File: src/rtl/shared_unit_arb_if.sv
// Request/grant/completion bundle between the requesting stages and
// the shared-unit arbiter.
interface shared_unit_arb_if #(
   parameter int N = 2
);
   localparam int SW = (N > 1) ? $clog2(N) : 1;

   logic [N-1:0]  req;
   logic          hold;
   logic [N-1:0]  gnt;
   logic [SW-1:0] sel;
   logic [N-1:0]  done;
   logic          busy;

   modport master (
      output req, hold,
      input  gnt, sel, done, busy
   );

   modport slave (
      input  req, hold,
      output gnt, sel, done, busy
   );
endinterface

File: src/rtl/shared_unit_arb.sv
// Round-robin arbiter for a shared fixed-latency unit, with II cooldown
// and a tag pipeline that returns a one-hot done to the granted requester.
module shared_unit_arb #(
   parameter int N       = 2,
   parameter int LATENCY = 3,
   parameter int II      = 1
) (
   input logic              clock,
   input logic              reset,
   shared_unit_arb_if.slave bus
);
   localparam int SW = (N > 1) ? $clog2(N) : 1;
   localparam int CW = (II > 1) ? $clog2(II) : 1;

   logic [SW-1:0] r_ptr;
   logic [CW-1:0] r_cd;
   logic          w_elig;
   logic [SW-1:0] w_idx;
   logic [SW-1:0] w_nptr;
   logic [N-1:0]  w_gnt;

   // Scan from the pointer downward so the lowest offset wins last.
   function automatic logic [SW-1:0] f_pick(
      input logic [N-1:0]  rq,
      input logic [SW-1:0] p
   );
      logic [SW-1:0] j;
      f_pick = '0;
      for (int k = N - 1; k >= 0; k--) begin
         j = SW'((int'(p) + k) % N);
         if (rq[j]) f_pick = j;
      end
   endfunction

   always_comb begin
      w_elig = reset & ~bus.hold & (r_cd == '0) & (|bus.req);
      w_idx  = f_pick(bus.req, r_ptr);
      w_nptr = (w_idx == SW'(N - 1)) ? '0 : w_idx + 1'b1;
      w_gnt  = w_elig ? (N'(1) << w_idx) : '0;
   end

   assign bus.gnt = w_gnt;
   assign bus.sel = w_elig ? w_idx : '0;

   always_ff @(posedge clock) begin
      if (!reset) begin
         r_ptr <= '0;
         r_cd  <= '0;
      end else if (w_elig) begin
         r_ptr <= w_nptr;
         r_cd  <= CW'(II - 1);
      end else if (r_cd != '0) begin
         r_cd  <= r_cd - 1'b1;
      end
   end

   generate
      if (LATENCY > 0) begin : g_pipe
         logic [LATENCY-1:0] r_vld;
         logic [SW-1:0]      r_tag [LATENCY];

         // The unit never stalls, so tags shift every cycle.
         always_ff @(posedge clock) begin
            if (!reset) begin
               r_vld <= '0;
               for (int s = 0; s < LATENCY; s++) r_tag[s] <= '0;
            end else begin
               r_vld[0] <= w_elig;
               r_tag[0] <= w_elig ? w_idx : '0;
               for (int s = 1; s < LATENCY; s++) begin
                  r_vld[s] <= r_vld[s-1];
                  r_tag[s] <= r_tag[s-1];
               end
            end
         end

         assign bus.done = (reset && r_vld[LATENCY-1])
                         ? (N'(1) << r_tag[LATENCY-1]) : '0;
         assign bus.busy = (|r_vld) | (r_cd != '0);
      end else begin : g_bypass
         assign bus.done = w_gnt;
         assign bus.busy = (r_cd != '0);
      end
   endgenerate
endmodule
File: src/flat_wrapper.sv
// flat-port wrapper written by rule: the top's interface ports become plain ports
module shared_unit_arb_flat 
#(
   parameter int N       = 2,
   parameter int LATENCY = 3,
   parameter int II      = 1
)
  (clock, reset, bus_req, bus_hold, bus_gnt, bus_sel, bus_done, bus_busy);
  shared_unit_arb_if #(.N(N)) bus_i ();
  input logic clock;
  input logic reset;
  input wire logic [$bits(bus_i.req)-1:0] bus_req;
  input wire logic [$bits(bus_i.hold)-1:0] bus_hold;
  output wire logic [$bits(bus_i.gnt)-1:0] bus_gnt;
  output wire logic [$bits(bus_i.sel)-1:0] bus_sel;
  output wire logic [$bits(bus_i.done)-1:0] bus_done;
  output wire logic [$bits(bus_i.busy)-1:0] bus_busy;
  assign bus_i.req = bus_req;
  assign bus_i.hold = bus_hold;
  assign bus_gnt = bus_i.gnt;
  assign bus_sel = bus_i.sel;
  assign bus_done = bus_i.done;
  assign bus_busy = bus_i.busy;
  shared_unit_arb #(.N(N), .LATENCY(LATENCY), .II(II)) u_core (.clock(clock), .reset(reset), .bus(bus_i));
endmodule
File: config.mk
export PLATFORM = sky130hd
export DESIGN_NAME = shared_unit_arb_flat
export DESIGN_NICKNAME = d
export VERILOG_FILES = /design/src/rtl/shared_unit_arb_if.sv /design/src/rtl/shared_unit_arb.sv /design/src/flat_wrapper.sv
export SDC_FILE = /design/constraint.sdc
export NUM_CORES = 1
export LEC_CHECK = 0
export ABC_AREA = 0
export CAP_MARGIN = 20
export CORE_AREA = 2 2 39 41
export CTS_CLUSTER_SIZE = 10
export DETAILED_ROUTE_END_ITERATION = 12
export DIE_AREA = 0 0 41 43
export SKIP_CTS_REPAIR_TIMING = 1
export SLEW_MARGIN = 0
export SYNTH_ARGS = -nofsm -noshare
export SYNTH_HDL_FRONTEND = slang
export SYNTH_SLANG_ARGS = --single-unit
File: constraint.sdc
create_clock -name clock -period 1 [get_ports clock]
set_input_delay 0.15 -clock clock [delete_from_list [all_inputs] [get_ports clock]]
set_output_delay 0.15 -clock clock [all_outputs]
set_load 0.005 [all_outputs]
; Word level (Yosys, flattened, before mapping)
; Memory sizes are Yosys's and may differ from the RTL's.
; Index checks and enable logic that the tools add are counted.
[classes]
addsub = 3
magnitude_cmp = 2
shift = 2
n_mux = 15
n_bitwise = 10
reduce_logical = 4
[op_table]
columns = cell, n
row1 = 2-to-1 mux 1 bit, 13
row2 = OR reduction 3 bit, 2
row3 = less-than comparator 1 x 2 -> 1 bit (second input constant), 2
row4 = 2-to-1 mux 2 bit, 2
row5 = OR 1 bit, 4
row6 = left shift 1 x 1 -> 2 bit (first input constant), 2
row7 = bitwise AND 1 bit, 3
row8 = NOT 1 bit, 3
row9 = adder 1 bit (second input constant), 2
row10 = OR reduction 2 bit, 1
row11 = logical AND 1 bit, 1
row12 = subtractor 1 bit (second input constant), 1
[word_totals]
register_bits = 5
ram_bits = 3
input_bits = 5
output_inout_bits = 6
elab_cells = 40
n_memories = 1
[mem_list]
columns = name, depth, word_bits, rd, rd_ports_with_merged_regs, wr, line_no
row1 = u_core.g_pipe.r_tag, 3, 1, 3, 0, 3, shared_unit_arb.sv:60  ; logic [SW-1:0] r_tag [LATENCY];

; Depth between registers and ports, before layout
; Gate-level depths: netlist of the first run.
[depth]
ltp_word = 7
depth_mapped = 3
mapped_depth_nobuf = 2

; Worst setup path after synthesis of the first run
; OpenSTA, ideal clock, no wires.
[synth_timing]
path_kind = register to output
start = reg u_core.r_cd
end = out bus_gnt[1]
t_arrival_ns = 0.843
required_ns = 0.850
slack_ns = 0.007
path_stages_with_launch = 4
n_path_buf = 1
path_cell_list = dfxtp_1 -> nor3b_2 -> and3_1 -> buf_4
[synth_between]
elab_chain_cells = 4
[synth_lines]
columns = item, line_no
row1 = "start, declared", shared_unit_arb.sv:16  ; logic [CW-1:0] r_cd;
row2 = "start signal, assigned", shared_unit_arb.sv:51  ; r_cd <= CW'(II - 1);
row3 = "start signal, assigned", shared_unit_arb.sv:53  ; r_cd <= r_cd - 1'b1;
row4 = NOT 1 bit, shared_unit_arb.sv:36  ; w_elig = reset & ~bus.hold & (r_cd == '0) & (|bus.req);
row5 = bitwise AND 1 bit (2 in a row), shared_unit_arb.sv:36
row6 = 2-to-1 mux 2 bit, shared_unit_arb.sv:39  ; w_gnt = w_elig ? (N'(1) << w_idx) : '0;
row7 = "end, declared", flat_wrapper.sv:14  ; output wire logic [$bits(bus_i.gnt)-1:0] bus_gnt;
; Every way passes these cells.

; Worst setup path in the final report of the first run
; Ends and elaborated chain as after synthesis.

==> results of run 1 <==
## worst register-to-register path, delay by kind of cell, from the launching register on
kind	cells	cell delay [ns]
DFF	1	0.35
AOI/OAI and AO/OA	1	0.24
buffers and inverters	2	0.23
and+or+nand+nor	1	0.19
## power groups by stage
stage	Combinational, mW	Sequential (mW)	Clock [mW]
2_1_floorplan	0.0190	0.338	0
3_3_place_gp	0.0738	0.339	0
3_5_place_dp	0.0746	0.340	0
4_1_cts	0.0751	0.333	0.258
5_1_grt	0.0868	0.333	0.268
6_report	0.0790	0.333	0.239
## layout make-up
| cell class | instances | area (um^2) | area share |
|---|---|---|---|
| Tap cell | 16 | 20.0 | 0.0389 |
| Multi-Input combinational cell | 19 | 143 | 0.277 |
| Sequential cell | 8 | 165 | 0.321 |
| Clock buffer | 3 | 22.5 | 0.0438 |
| Timing Repair Buffer | 20 | 164 | 0.319 |
## worst paths after layout
path,from,to,slack (ns),depth (start not counted)
setup reg to reg,u_core.r_cd,u_core.r_ptr,-0.12,4
hold reg to reg,u_core.g_pipe.r_tag[0][0],u_core.g_pipe.r_tag[0][1],0.43,1
hold / removal,reset,u_core.g_pipe.r_vld[1],0.32,3
setup / recovery,u_core.r_cd,bus_gnt[1],-0.35,4
## metal layers
layer  routed length [um]  up-vias  GRT usage
met5                    0        -          0
met3                   57        0     0.0785
met4                    0        0     0.0400
li1                     -      141          -
met2                  318        9      0.109
met1                  248      122     0.0814
## state kept, by name, indices dropped and copies added (netlist names)
register,flops
u_core.r_ptr,1
u_core.r_cd,1
u_core.g_pipe.r_tag,3
u_core.g_pipe.r_vld,3
## stage by stage
step	hold slack [ns]	util
5_1_grt	0.349	0.372
2_1_floorplan	0.260	-
4_1_cts	0.435	0.352
6_report	0.324	0.372
3_5_place_dp	0.420	0.335
3_3_place_gp	0.418	0.335
## logic make-up after synthesis
family          share of synthesized area
simple gates                        0.348
flops                               0.549
compound gates                     0.0644
buf+inv                            0.0258
other cells                        0.0129
## cell usage in the layout, fill, tap and decap left out
cell             count
buf_4                8
dfxtp_1              6
and2_1               4
clkbuf_4             3
buf_2                3
buf_6                3
and3_1               2
and3_4               2
dlymetal6s2s_1       2
clkdlybuf4s50_1      2
clkbuf_2             2
nor3b_4              1
nand2_1              1
nand2b_1             1
nand2_2              1
nor2_1               1
or4_1                1
o21a_1               1
or2_0                1
nor3b_1              1
o221a_1              1
dfxtp_2              1
dfxtp_4              1
conb_1               1
==> flow_summary.json, run 1 <==
{
  "drt_wl_total_um": 625,
  "instances_no_fill": 66,
  "fillers": 150,
  "dr_total_vias": 272,
  "power.internal_uw": 516,
  "synth_cells": 28,
  "cap_violations": 0,
  "fmax_mhz": 739,
  "synth_fp_nets": 33,
  "vias_per_cell": 4.12,
  "netlist_top_cells_area": "dfxtp_1 55%, and2_1 8.6%, and3_1 8.6%",
  "slowest_delay_ns": 0.35,
  "critPathBufInv": 2,
  "holdCritPathClass": "input port to flop",
  "synth_edf_count": 0,
  "setup_viol": 7,
  "finalWorstSetupSlack_ns": -0.353,
  "io_buffers": 10,
  "place_hpwl_um": 450,
  "ys_seq_area_frac": 0.549,
  "clock_latency_ns": 0.25,
  "postSynthRegisterBits": 8,
  "first_pass_iters": 3,
  "slew_viol_final": 0,
  "gp_congestion": 0.623,
  "rows": 14,
  "synth_top_area_share": 0.549,
  "syn_area_per_cell_um2": 10.4,
  "ios": 11,
  "yosys_most_used_dff": "dfxtp_1",
  "cts-buffers-inserted": 3,
  "fin_crit_ns": 1.35,
  "ys_warn_count": 0,
  "routedWlPerCell_um": 9.47,
  "area_delta_synth_final_pct": 76.4,
  "p_leak_nw": 0.256,
  "cp_max_fo": 3,
  "start_kind": "flop",
  "synth.cell_area_um2": 292,
  "seqPwrFrac": 0.511,
  "fp.coreArea_mm2": 0.00138,
  "initial_utilization": 0.211,
  "n_antenna_cell": 0,
  "fin_crit_sh": 1.35,
  "dieHeight_um": 43,
  "crit_family": "simple AND/OR/NAND/NOR gates",
  "power_switching_uw": 134,
  "violations": "setup timing",
  "grt_max_degree": 8,
  "dp.cells": 61,
  "status": "finished, violations left",
  "clockPowerShare": 0.367,
  "vdd_ir_drop_max_mv": 0.716,
  "slowest_stage": "dfxtp_4",
  "cts_buffer_depth": 2,
  "nets": 57,
  "clock_sinks": 8,
  "swShare": 0.206,
  "rsz0062_at_grt": "yes",
  "worstPathArrival_ns": 1.20,
  "setup_tns_ns": -1.49,
  "antenna_found_initial": 0,
  "htreeDepth": 1,
  "synth.distinct_cells": 14,
  "dieArea_mm2": 0.00176,
  "grt-ovfl-total": 0,
  "final_cell_area_um2": 514,
  "combPwrFrac": 0.121,
  "root_buffer": "clkbuf_4",
  "finalHoldViolCount": 0,
  "grt_pass1_vias": 223,
  "cts_tree": "built",
  "drtIter0Drc": 3,
  "yosysMostFrequentCell": "dfxtp_1",
  "power.density_mw_per_mm2": 1270,
  "end_kind": "primary output",
  "fin_skew_ns": 0.000654,
  "cts.clk_slew.worst_paths_ns": 0.05,
  "synth_common_cells": "8 x dfxtp_1, 4 x and2_1, 4 x and3_1",
  "p_total_uw": 651,
  "grt_pass1_wl_um": 869,
  "drive_gt1_frac": 0.500,
  "grt.total_usage": 0.0817,
  "crit_required_ns": 0.85,
  "synthArstFlopShare": 0,
  "antenna_left": 0,
  "die_x_um": 41,
  "synth_top_cell_by_area": "dfxtp_1",
  "drc": 0,
  "place_area_um2": 464,
  "crit_chain": "nor3b_4 -> buf_4 -> and3_4 -> clkbuf_2",
  "place_ws_ns": -0.719,
  "crit_type": "flop to primary output"
}
Power figures use the tool's default switching activity.
==> inputs of run 2 (changes only) <==
- GPL_ROUTABILITY_DRIVEN: not set -> 0
==> results of run 2 <==
No change in the layout: final DEF, timing and power equal those of run 1.
==> inputs of run 3 (changes only) <==
- CAP_MARGIN: 20 -> not set
- PLACE_DENSITY: not set -> 0.58
- clock period: 1 -> 1.2 ns (I/O delays scaled with it)
==> flow_summary.json, run 3 (same netlist as run 1, synthesis figures left out) <==
{
  "antenna_left": 0,
  "clockPowerShare": 0.362,
  "fp.coreArea_mm2": 0.00138,
  "fillers": 145,
  "grt_max_degree": 8,
  "die_x_um": 41,
  "p_leak_nw": 0.279,
  "top_regs": "u_core.g_pipe.r_tag: 3 flops, u_core.g_pipe.r_vld: 3 flops",
  "grt-ovfl-total": 0,
  "initial_utilization": 0.211,
  "grt.total_usage": 0.0694,
  "rows": 14,
  "first_pass_iters": 2,
  "place_area_um2": 457,
  "final_cell_area_um2": 504,
  "drc": 0,
  "dr_total_vias": 248,
  "io_buffers": 10,
  "antenna_found_initial": 0,
  "rsz0062_at_grt": "yes",
  "instances_no_fill": 64,
  "nets": 55,
  "drtIter0Drc": 1,
  "finalWorstSetupSlack_ns": -0.205,
  "start_kind": "flop",
  "seqPwrFrac": 0.523,
  "drive_gt1_frac": 0.375,
  "dieHeight_um": 43,
  "dp.cells": 60,
  "power.density_mw_per_mm2": 1050,
  "ios": 11,
  "cap_violations": 0,
  "cts_tree": "built",
  "clock_latency_ns": 0.24,
  "violations": "setup timing",
  "power.internal_uw": 426,
  "holdWs_ns": 0.298,
  "fmax_mhz": 712,
  "layout_common_cells": "8 x buf_4, 7 x dfxtp_1, 4 x and2_1, 4 x dlymetal6s2s_1",
  "finalHoldViolCount": 0,
  "multi_input_area_um2": 135,
  "vdd_ir_drop_max_mv": 0.522,
  "power_switching_uw": 103,
  "root_buffer": "clkbuf_4",
  "cts.clk_slew.worst_paths_ns": 0.05,
  "drt_wl_total_um": 558,
  "grt_pass1_vias": 230,
  "register_area_um2": 164,
  "holdCritPathClass": "input port to flop",
  "mostFrequentLayoutCell": "buf_4",
  "slew_viol_final": 0,
  "fin_crit_sh": 1.17,
  "worstPathArrival_ns": 1.23,
  "vias_per_cell": 3.88,
  "cts_buffer_depth": 2,
  "setup_viol": 4,
  "n_antenna_cell": 0,
  "grt_pass1_wl_um": 807,
  "fin_skew_ns": 0.00691,
  "setup_tns_ns": -0.638,
  "crit_required_ns": 1.02,
  "clock_sinks": 8,
  "fin_crit_ns": 1.41,
  "routedWlPerCell_um": 8.72,
  "crit_type": "flop to primary output",
  "cts-buffers-inserted": 3,
  "status": "finished, violations left",
  "dieArea_mm2": 0.00176,
  "combPwrFrac": 0.115,
  "htreeDepth": 1,
  "cp_max_fo": 3,
  "swShare": 0.195,
  "utilization": 0.364,
  "end_kind": "primary output",
  "area_delta_synth_final_pct": 73.0
}
run 3: area by class of cell:
cell class,count,area share
Clock buffer,3,0.0447
Multi-Input combinational cell,19,0.268
Sequential cell,8,0.325
Tap cell,16,0.0397
Timing Repair Buffer,18,0.323
run 3: power groups by stage:
stage,Combinational (mW),Clock [mW],Sequential [mW]
after CTS,0.0600,0.200,0.278
after detailed placement,0.0596,0,0.283
final,0.0609,0.192,0.277
after global routing,0.0662,0.210,0.278
after global placement,0.0595,0,0.283
after floorplan,0.0159,0,0.282
run 3: metrics by stage:
stage                     power (mW)  worst slack (ns)
after floorplan                0.298             0.177
after CTS                      0.538            -0.590
final                          0.530            -0.205
after detailed placement       0.343            -0.584
after global routing           0.554            -0.240
after global placement         0.343            -0.600
run 3: critical path, cell delays in order (launching register included):
cell,delay [ns]
dfxtp_4,0.35
nor3b_4,0.21
buf_4,0.15
and3_4,0.19
buf_6,0.09
run 3: layer usage:
| layer | track usage | wire [um] | up-vias |
|---|---|---|---|
| li1 | - | - | 136 |
| met1 | 0.0744 | 244 | 104 |
| met2 | 0.103 | 257 | 8 |
| met3 | 0.0366 | 56 | 0 |
| met4 | 0.0400 | 0 | 0 |
| met5 | 0 | 0 | - |
run 3: path summary, 6_finish.rpt:
kind | from | to | slack [ns] | cells past startpoint
setup / recovery | u_core.r_cd | bus_sel | -0.21 | 4
hold / removal | bus_hold | u_core.g_pipe.r_vld[0] | 0.30 | 3
setup reg to reg | u_core.r_cd | u_core.r_ptr | 0.14 | 3
hold reg to reg | u_core.g_pipe.r_tag[0][0] | u_core.g_pipe.r_tag[0][1] | 0.44 | 1
==> variant 1: new RTL, settings of run 2 <==
`N` is set to 2 in 3 places; all go to 4.
--- a/src/rtl/shared_unit_arb_if.sv
+++ b/src/rtl/shared_unit_arb_if.sv
@@ -1,7 +1,7 @@
 // Request/grant/completion bundle between the requesting stages and
 // the shared-unit arbiter.
 interface shared_unit_arb_if #(
-   parameter int N = 2
+   parameter int N = 4
 );
    localparam int SW = (N > 1) ? $clog2(N) : 1;
 
--- a/src/rtl/shared_unit_arb.sv
+++ b/src/rtl/shared_unit_arb.sv
@@ -1,7 +1,7 @@
 // Round-robin arbiter for a shared fixed-latency unit, with II cooldown
 // and a tag pipeline that returns a one-hot done to the granted requester.
 module shared_unit_arb #(
-   parameter int N       = 2,
+   parameter int N       = 4,
    parameter int LATENCY = 3,
    parameter int II      = 1
 ) (
--- a/src/flat_wrapper.sv
+++ b/src/flat_wrapper.sv
@@ -1,7 +1,7 @@
 // flat-port wrapper written by rule: the top's interface ports become plain ports
 module shared_unit_arb_flat 
 #(
-   parameter int N       = 2,
+   parameter int N       = 4,
    parameter int LATENCY = 3,
    parameter int II      = 1
 )
Ports: changed (resized bus_done, bus_gnt, bus_req and bus_sel); port bits go from 11 to 18. No check against the original RTL was run, so the function may have changed too.
==> variant 1 against run 2 <==
- the run still ends with setup timing left
- first-iteration DRC count stayed put
- area after synthesis is 97% higher
- highest routed layer unchanged
- final area is 110% higher
- cell count is 85% higher
- wire length grew to 2.5 times the old value
- fmax is 25% lower
- sequential cell count is 4 higher
- setup slack worse by 450 ps
- total power is 71% higher
- via count is 120% higher
- synthesized cell count is 130% higher
- hold slack worse by 25 ps
==> variant 1: results (changes against run 2) <==
- Worst slack, placed: -1270 ps (-550.7 ps)
- Crit path max fanout: 4 (+1)
- Wire length per cell: 12.92 µm (+36%)
- Final-report setup violation count: 16 (+9)
- Capture point of the worst reg-to-reg path: u_core.r_ptr[1]$_SDFFE_PN0P_
- Count of different cell masters after synthesis: 27 (+13)
- Data arrival at the endpoint of the critical path: 1650 ps (+450 ps)
- Total routing usage reported by global routing: 17.00% (+8.8 points)
- Antenna violations before repair: 0 (unchanged)
- Register-to-register path setup slack: -380 ps (-260 ps)
- Seq/Total Area, Yosys: 41.92% (-13 points)
- Net count of the mapped netlist: 75 (+130%)
- Largest cells by area after synthesis: dfxtp_1 (42%), and2_1 (11%), ha_1 (8.7%), inv_1 (3.3%), a221oi_1 (3.1%)
- Quantity of I/O buffers inserted on ports: 17 (+7)
- Depth of the worst register-to-register path: 6 (+2)
- Filler cells: 99 (-34%)
- Setup Skew: 3.509 ps (+2.855 ps)
- Worst Slack Setup Final: -801.0 ps (-447.7 ps)
- Worst Hold Path EP: u_core.g_pipe.r_tag[0][4]$_SDFF_PN0_
- DP HPWL: 988.8 µm (+120%)
- Ys async rst share: 0% (unchanged)
- IR Drop Worst-Case VDD: 0.9703 mV (+36%)
- Critical path's top delay family: compound AO/OA/AOI/OAI gates
- Vias per std cell: 4.869 (+18%)
- Area of placed instances: 912.1 µm² (+96%)
- Commonest cells post-synth: dfxtp_1 (12), and2_1 (10), inv_1 (5), ha_1 (4)
- Number of nets at the end of the flow: 119 (+110%)
- Count of TritonRoute iterations in the first routing pass: 3 (unchanged)
- Violated checks: setup timing
- Cell count of the worst hold path: 3 (unchanged)
- Via count of the first global-routing pass: 496 (+120%)
- Share of post-route cells with drive strength above 1: 66.04% (+16 points)
- Maximum number of pins on one net before global-route repair: 11 (+3)
- Reg-to-reg startpoint: u_core.r_ptr[1]$_SDFFE_PN0P_
- Status: finished with violations
- Biggest registers after layout: u_core.g_pipe.r_tag (6), u_core.g_pipe.r_vld (3), u_core.r_ptr (2)
- Sum of negative setup slack: -6815 ps (-5327 ps)
- Worst min-delay path class: input port to flip-flop
- Cell leakage power: 0.5363 nW (+110%)
- Global-route wire length before repair: 1952 µm (+120%)
-- variant 1: routing by layer --
| metal | track usage (%) | vias to the layer above | part of all wire [%] |
|---|---|---|---|
| li1 | - | 308 | - |
| met1 | 20.13 | 275 | 40 |
| met2 | 25.94 | 11 | 56 |
| met3 | 9.424 | 0 | 4.1 |
| met4 | 4.000 | 0 | 0 |
| met5 | 0 | - | 0 |
-- variant 1: stage by stage --
| stage | instances | total power, mW | hold slack [ps] |
|---|---|---|---|
| 4_1_cts | 111 | 1.043 | 426.3 |
| 5_1_grt | 122 | 1.173 | 313.8 |
| 3_3_place_gp | 108 | 0.7644 | 414.6 |
| 3_5_place_dp | 108 | 0.7672 | 417.7 |
| 2_1_floorplan | 64 | 0.6422 | 361.7 |
| 6_report | 122 | 1.112 | 299.1 |
-- variant 1: logic make-up after synthesis --
| logic type | share of synthesized area (%) |
|---|---|
| AOI/OAI and AO/OA | 18.12 |
| adders and majority gates | 8.734 |
| buffers and inverters | 5.457 |
| DFF | 41.92 |
| muxes | 1.747 |
| other | 0.6544 |
| and+or+nand+nor | 23.36 |
-- variant 1: worst register-to-register path, cell delays in order, from the launching register on --
cell and delay [ps]:
dfxtp_4 360, o21bai_4 170, a221oi_4 240, or2_4 200, ha_4 190, inv_2 50, mux2i_1 50
-- variant 1: area by class of cell --
cell class                 instances  area (µm²)  share of cell area [%]
timing repair buffer              41       344.1                   31.18
clock buffer                       3       22.52                   2.041
sequential                        12       250.2                   22.68
tap                               16       20.02                   1.814
inverter                           6       25.02                   2.268
multi-input combinational         44       441.7                   40.02
-- variant 1: report_power, final --
part,leakage [nW],switching (mW),internal [mW]
Clock,0.0138,0.130,0.139
Sequential,0.100,0.0121,0.496
Combinational,0.422,0.151,0.184
==> variant 2: new RTL, flow settings as in run 2 <==
Made on the original files. Reset style: asynchronous (`reset`), changed in 2 clocked blocks.
--- a/src/rtl/shared_unit_arb.sv
+++ b/src/rtl/shared_unit_arb.sv
@@ -42,7 +42,7 @@
    assign bus.gnt = w_gnt;
    assign bus.sel = w_elig ? w_idx : '0;
 
-   always_ff @(posedge clock) begin
+   always_ff @(posedge clock or negedge reset) begin
       if (!reset) begin
          r_ptr <= '0;
          r_cd  <= '0;
@@ -60,7 +60,7 @@
          logic [SW-1:0]      r_tag [LATENCY];
 
          // The unit never stalls, so tags shift every cycle.
-         always_ff @(posedge clock) begin
+         always_ff @(posedge clock or negedge reset) begin
             if (!reset) begin
                r_vld <= '0;
                for (int s = 0; s < LATENCY; s++) r_tag[s] <= '0;
Behaviour: differs if reset is asserted again (counterexample within 4 cycles, from zero or initial values and one cycle with reset low); with reset held inactive, the same outputs for 10 cycles.
==> variant 2 against run 2 <==
- the run still ends with setup timing left
- sequential cell count decreased by 1
- total power is 4.4% higher
- final area shrank 12%
- wire length decreased by 17%
- combinational power grew 43%
- register-to-register slack improved by 180 ps
- area after synthesis decreased by 9.9%
- critical path type unchanged
- largest power group unchanged
- die area did not move
- setup slack improved by 25 ps
- global-route usage fell by 0.66 points
==> variant 2: results (changes against run 2) <==
- Placed insts: 48 (-21%)
- Via count of the first global-routing pass: 206 (-7.6%)
- Worst Slack Setup Final: -327.9 ps (+25.41 ps)
- Ys async rst share: 100.0% (+100 points)
- Buffering overhead: 26.67% (-5.2 points)
- Maximum number of pins on one net before global-route repair: 9 (+1)
- Starting DRT DRC Count: 0 (-3)
- Critical path's top delay family: flip-flops
- Number of nets at the end of the flow: 44 (-23%)
- Clock network share of area: 5.833% (+1.5 points)
- Delay of the slowest cell on the worst path: 390 ps (+40 ps)
- Depth of the worst register-to-register path: 3 (-1)
- Status: finished with violations
- Vias per std cell: 3.907 (-5.2%)
- Global-route wire length before repair: 828 µm (-4.7%)
- Average footprint of a synthesized cell: 12.51 µm² (+20%)
- Total routing usage reported by global routing: 7.505% (-0.66 points)
- Largest cells by area after synthesis: dfrtp_1 (67%), o32a_1 (3.8%), and3b_1 (3.3%), and3_2 (2.9%), buf_4 (2.9%)
- Worst slack, placed: -679.2 ps (+39.78 ps)
- Number of signal-net buffers in the layout: 14 (-30%)
- Reg-to-reg startpoint: u_core.r_ptr$_DFFE_PN0N_
- Setup Skew: 0.6364 ps (-0.01760 ps)
- Violated checks: setup timing
- Biggest registers after layout: u_core.g_pipe.r_tag (3), u_core.g_pipe.r_vld (3), u_core.r_ptr (1)
- Filler cells: 148 (-1.3%)
- Count of inverters not on the clock network in the layout: 1 (+1)
- Seq/Total Area, Yosys: 66.67% (+12 points)
- Count of TritonRoute iterations in the first routing pass: 1 (-2)
- Post-synthesis to final-layout area growth: 71.43%
- Aggregate routed wire length: 521 µm (-17%)
- Wire length per cell: 9.648 µm (+1.9%)
- Smallest hold slack: 4.548 ps (-319.3 ps)
- Register-to-register path setup slack: 60 ps (+180 ps)
- Worst min-delay path class: input port to async pin
- IR Drop Worst-Case VDD: 0.4830 mV (-33%)
- Final-report setup violation count: 6 (-1)
- Data arrival at the endpoint of the critical path: 1180 ps (-20 ps)
- Cell leakage power: 0.2647 nW (+3.6%)
- Area of placed instances: 390.4 µm² (-16%)
==> variant 2: cell families (layout without fill, tap and decap cells) <==
| logic type | Yosys count | after routing | synth area share, % |
|---|---|---|---|
| AO/OA/AOI/OAI | 2 | 2 | 6.668 |
| buffers and inverters | 2 | 19 | 4.285 |
| flip-flops | 7 | 7 | 66.67 |
| AND/OR/NAND/NOR | 10 | 10 | 22.39 |
==> variant 2: routing by layer <==
| metal | GRT usage, % | wire (µm) |
|---|---|---|
| met1 | 9.302 | 235 |
| met3 | 3.665 | 47 |
| met4 | 8.000 | 0 |
| met5 | 0 | 0 |
| met2 | 8.438 | 238 |
==> variant 2: power by group through the flow <==
stage	Clock [mW]	Sequential, mW	Combinational (mW)
6_report	0.248	0.318	0.113
4_1_cts	0.265	0.318	0.0882
3_5_place_dp	0	0.323	0.0873
3_3_place_gp	0	0.322	0.0871
2_1_floorplan	0	0.318	0.0342
5_1_grt	0.286	0.320	0.125
